File: config.mk
export PLATFORM = sky130hd
export DESIGN_NAME = instr_fetch
export DESIGN_NICKNAME = d
export VERILOG_FILES = /design/src/rtl/instr_fetch.sv
export SDC_FILE = /design/constraint.sdc
export NUM_CORES = 1
export LEC_CHECK = 0
export CAP_MARGIN = 20
export CORE_MARGIN = 4
export CORE_UTILIZATION = 25
export CTS_CLUSTER_DIAMETER = 120
export DETAILED_ROUTE_END_ITERATION = 8
export HOLD_SLACK_MARGIN = 0.12
export PLACE_DENSITY_LB_ADDON = 0.15
export SKIP_LAST_GASP = 1
export SLEW_MARGIN = 10
export SYNTH_ARGS = -nofsm -noshare
export SYNTH_HDL_FRONTEND = slang
export SYNTH_SLANG_ARGS = --single-unit
File: constraint.sdc
create_clock -name clk -period 1.9 [get_ports clk]
set_input_delay 0.285 -clock clk [delete_from_list [all_inputs] [get_ports clk]]
set_output_delay 0.285 -clock clk [all_outputs]
set_load 0.05 [all_outputs]
File: src/rtl/instr_fetch.sv
// Instruction fetch stage: owns the PC, fetches one instruction over a req/valid
// handshake into the IR, splits it into decode fields and strobes en1 when done.
module instr_fetch #(
   parameter int PC_W    = 8,
   parameter int INSTR_W = 16
) (
   input  logic               clk,
   input  logic               rst,
   input  logic               en_fetch_pulse,
   input  logic               en_pc_pulse,
   input  logic [1:0]         pc_ctrl,
   input  logic [PC_W-1:0]    branch_target,
   output logic               imem_req,
   output logic [PC_W-1:0]    imem_addr,
   input  logic [INSTR_W-1:0] imem_rdata,
   input  logic               imem_valid,
   output logic [PC_W-1:0]    pc,
   output logic               en1,
   output logic [3:0]         opcode,
   output logic [1:0]         rd,
   output logic [1:0]         rs,
   output logic [7:0]         imm,
   output logic               fetch_overrun,
   output logic [1:0]         o_dbg_state
);

   // Handshake: imem_req rises with the accepted fetch pulse and holds, with
   // imem_addr frozen, until imem_valid is seen at a clock edge; imem_valid is
   // ignored whenever imem_req is low.
   typedef enum logic [1:0] {
      S_IDLE = 2'd0,
      S_REQ  = 2'd1,
      S_DONE = 2'd2
   } state_t;

   state_t             r_state, w_state_nxt;
   logic               r_req, w_req_nxt;
   logic               r_en1, w_en1_nxt;
   logic               r_ovr, w_ovr_nxt;
   logic [PC_W-1:0]    r_addr, w_addr_nxt;
   logic [PC_W-1:0]    r_pc, w_pc_nxt;
   logic [INSTR_W-1:0] r_ir, w_ir_nxt;
   logic [15:0]        w_fields;

   always_ff @(posedge clk or posedge rst) begin
      if (rst) begin
         r_state <= S_IDLE;
         r_req   <= 1'b0;
         r_en1   <= 1'b0;
         r_ovr   <= 1'b0;
         r_addr  <= '0;
         r_pc    <= '0;
         r_ir    <= '0;
      end else begin
         r_state <= w_state_nxt;
         r_req   <= w_req_nxt;
         r_en1   <= w_en1_nxt;
         r_ovr   <= w_ovr_nxt;
         r_addr  <= w_addr_nxt;
         r_pc    <= w_pc_nxt;
         r_ir    <= w_ir_nxt;
      end
   end

   always_comb begin
      w_state_nxt = r_state;
      w_req_nxt   = r_req;
      w_en1_nxt   = 1'b0;
      w_ovr_nxt   = r_ovr;
      w_addr_nxt  = r_addr;
      w_ir_nxt    = r_ir;
      case (r_state)
         S_IDLE: begin
            // The fetch address is the PC before any same-edge PC update.
            if (en_fetch_pulse) begin
               w_addr_nxt  = r_pc;
               w_req_nxt   = 1'b1;
               w_state_nxt = S_REQ;
            end
         end
         S_REQ: begin
            if (en_fetch_pulse) w_ovr_nxt = 1'b1;
            if (imem_valid) begin
               w_ir_nxt    = imem_rdata;
               w_req_nxt   = 1'b0;
               w_en1_nxt   = 1'b1;
               w_state_nxt = S_DONE;
            end
         end
         S_DONE: begin
            if (en_fetch_pulse) w_ovr_nxt = 1'b1;
            w_state_nxt = S_IDLE;
         end
         default: begin
            w_req_nxt   = 1'b0;
            w_state_nxt = S_IDLE;
         end
      endcase
   end

   always_comb begin
      w_pc_nxt = r_pc;
      if (en_pc_pulse) begin
         case (pc_ctrl)
            2'b01:   w_pc_nxt = r_pc + PC_W'(1);
            2'b10:   w_pc_nxt = branch_target;
            2'b11:   w_pc_nxt = '0;
            default: w_pc_nxt = r_pc;
         endcase
      end
   end

   // Decode fields sit in the low 16 bits of the IR.
   assign w_fields      = 16'(r_ir);
   assign opcode        = w_fields[15:12];
   assign rd            = w_fields[11:10];
   assign rs            = w_fields[9:8];
   assign imm           = w_fields[7:0];

   assign imem_req      = r_req;
   assign imem_addr     = r_addr;
   assign pc            = r_pc;
   assign en1           = r_en1;
   assign fetch_overrun = r_ovr;
   assign o_dbg_state   = r_state;

endmodule

==> results.json <==
{
  "run_status": "finished, final reports clean",
  "finalCriticalPeriod_ps": 1790,
  "syn_to_final_growth_pct": 51.4,
  "switching_power_uw": 2120,
  "rsz0062_at_grt": "false",
  "finalClockSkew_ps": 1.72,
  "numCtsBuffers": 5,
  "reg2reg_from": "o_dbg_state[0]",
  "cp_max_fo": 4,
  "mappedNetlistArea_um2": 1710,
  "start_util": 0.263,
  "design.core.area_um2": 6490,
  "grt_pass1_vias": 1429,
  "ys.warnings.count": 0,
  "die_h_um": 90.6,
  "drv_cap": 0,
  "final_cell_mix": "clkdlybuf4s50_1, dfrtp_1, mux2_2",
  "pwr-share-comb": 0.575,
  "fillCellCount": 648,
  "drt-initial-drc-count": 21,
  "hold_buffers": 0,
  "drt-wirelength-per-cell_um": 13.7,
  "finalNetCount": 254,
  "avgSynthCellArea_um2": 11.9,
  "worst_path_largest_cell_delay_ps": 830,
  "rr_worst_depth": 4,
  "grt.total_usage": 0.106,
  "clock_latency_ps": 280,
  "cp_data_arrival_time_ps": 1510,
  "synth_cell_types": 33,
  "critical_path_cell_count": 1,
  "io_pins": 68,
  "postCtsSetupRepairBufs": 0,
  "hold_class": "in -> async",
  "min_period_over_period": 0.944,
  "crit_start": "o_dbg_state[0]",
  "cts_buffer_depth": 2,
  "gr-total-overflow": 0,
  "crit_end": "o_dbg_state[0]",
  "ys_seq_elements": 37,
  "worstPathRequired_ps": 1620,
  "p_sw_frac": 0.467,
  "cts.sinks": 37,
  "hold_viol_final": 0,
  "worst-path-buf-inv": 1,
  "cts_resized": 0,
  "grt_pass1_wl_mm": 7.03,
  "critPathLaunchType": "register",
  "num_rows": 29,
  "p_int_uw": 2420,
  "diodes": 0,
  "antenna_found_initial": 0,
  "cpMaxStageDelayCell": "clkdlybuf4s50_1",
  "via_count": 1358,
  "final_cell_count_no_fill": 296,
  "grt_max_degree": 38,
  "antenna_left": 0,
  "routabilityCongestion": 0.764,
  "cts.clk_slew.worst_paths_ps": 70,
  "fmax_mhz": 557,
  "place_inst": 288,
  "seqPwrFrac": 0.296,
  "drc_errors": 0,
  "vdd_drop_max_uv": 533,
  "tightest_slew_ps": 520,
  "clkPwrFrac": 0.129,
  "die-area_um2": 8210,
  "drive_gt1_frac": 0.219,
  "r2r_end": "imem_addr[3]",
  "ys_seq_area_frac": 0.543,
  "finalSetupViolCount": 0,
  "drv_slew": 0,
  "cts_root_buffer": "clkbuf_8",
  "criticalPathCategory": "reg -> out",
  "slew_headroom": 0.652,
  "numPortBuffers": 67,
  "synthCells": 143,
  "drt-total-wl_mm": 4.06,
  "firstDrtPassIters": 4,
  "crit_chain": "clkdlybuf4s50_1",
  "viasPerCell": 4.59,
  "endpoint_kind": "output port",
  "hpwl_mm": 3.04,
  "final_common_cell": "clkdlybuf4s50_1",
  "path_delay_family": "buffers and inverters",
  "die_x_um": 90.6,
  "syn-num-nets": 179,
  "power_leakage_uw": 0.00112,
  "p_per_area_nw_per_um2": 1760,
  "reg2reg_setup_slack_ps": 360,
  "setup_tns_ps": 0,
  "cts_tree": "yes",
  "htree_levels": 2
}
-- synth_stat cells --
master	count	share of area
a211o_1	1	0.0051
a21o_1	2	0.0088
a21oi_1	3	0.0088
a22o_1	2	0.010
a311o_1	1	0.0059
a31oi_1	5	0.018
a32oi_1	1	0.0051
and3_1	1	0.0037
and3_2	1	0.0044
buf_2	2	0.0059
buf_4	3	0.013
clkbuf_1	1	0.0022
dfrtp_1	37	0.54
ha_1	5	0.037
inv_1	6	0.013
mux2_2	23	0.15
nand2_1	9	0.020
nand2_2	1	0.0037
nand2b_1	4	0.015
nand3_1	4	0.012
nand4_1	2	0.0073
nor2_1	2	0.0044
nor2b_1	6	0.022
nor3_1	2	0.0059
nor4_1	1	0.0037
o211a_1	2	0.012
o21a_1	2	0.0088
o21ai_0	6	0.018
o21ai_1	2	0.0059
o22ai_1	3	0.011
o32a_1	1	0.0059
o32ai_1	1	0.0051
xnor2_1	1	0.0051
-- cell families (layout without fill, tap and decap cells) --
group | Yosys count | after routing | share of synthesized area
buffers and inverters | 12 | 88 | 0.0345
AND/OR/NAND/NOR | 33 | 33 | 0.101
multiplexers | 23 | 23 | 0.152
adder cells (fa/ha/maj) | 5 | 5 | 0.0367
flip-flops | 37 | 37 | 0.543
XOR/XNOR | 1 | 1 | 0.00513
AO/OA/AOI/OAI | 32 | 32 | 0.128
-- layout make-up --
| cell class | instances | area [um2] | area share |
|---|---|---|---|
| Sequential cell | 37 | 926 | 0.358 |
| Clock inverter | 1 | 5.00 | 0.00194 |
| Clock buffer | 7 | 96.3 | 0.0373 |
| Inverter | 6 | 22.5 | 0.00872 |
| Multi-Input combinational cell | 94 | 722 | 0.279 |
| Timing Repair Buffer | 74 | 716 | 0.277 |
| Tap cell | 77 | 96.3 | 0.0373 |
-- state kept, by name, indices dropped and copies added (netlist names) --
register,flops
fetch_overrun,1
pc,8
imem_addr,8
o_dbg_state,2
r_ir,16
en1,1
imem_req,1
-- worst min path at each step --
stage,startpoint,to,slack (ps),cells past startpoint
final,rst,imem_addr[5],410,3
after detailed placement,fetch_overrun,fetch_overrun,450,1
after global placement,fetch_overrun,fetch_overrun,440,1
after floorplan,en_fetch_pulse,fetch_overrun,400,1
after global routing,rst,r_ir[1],460,3
after CTS,rst,imem_addr[4],430,3
-- layer usage --
| layer | vias up | track usage | share of wire |
|---|---|---|---|
| met2 | 56 | 0.162 | 0.43 |
| met3 | 6 | 0.0433 | 0.078 |
| met4 | 0 | 0.0344 | 0.013 |
| met1 | 630 | 0.135 | 0.48 |
| li1 | 666 | - | - |
| met5 | - | 0 | 0 |
-- per-stage QoR --
step	power [uW]	area, um2	util	hold WS, ps	worst slack [ps]
3_5_place_dp	4010	2480	0.382	446	186
5_1_grt	4820	2580	0.398	460	41.7
3_3_place_gp	4000	2480	0.382	441	185
2_1_floorplan	3100	1710	-	402	71.3
6_report	4540	2580	0.398	409	106
4_1_cts	4630	2580	0.398	430	83.9
-- power by group through the flow --
| stage | clock network, uW | registers (uW) | logic (uW) |
|---|---|---|---|
| after floorplan | 0 | 2520 | 580 |
| after global placement | 0 | 1360 | 2630 |
| after detailed placement | 0 | 1370 | 2640 |
| after CTS | 628 | 1360 | 2650 |
| after global routing | 670 | 1400 | 2740 |
| final | 588 | 1340 | 2610 |
-- tightest hold or removal path, delay by kind of cell --
kind | cells | cell delay [ps]
buffers and inverters | 3 | 840
Note: power is estimated with default switching activity, not from simulation.
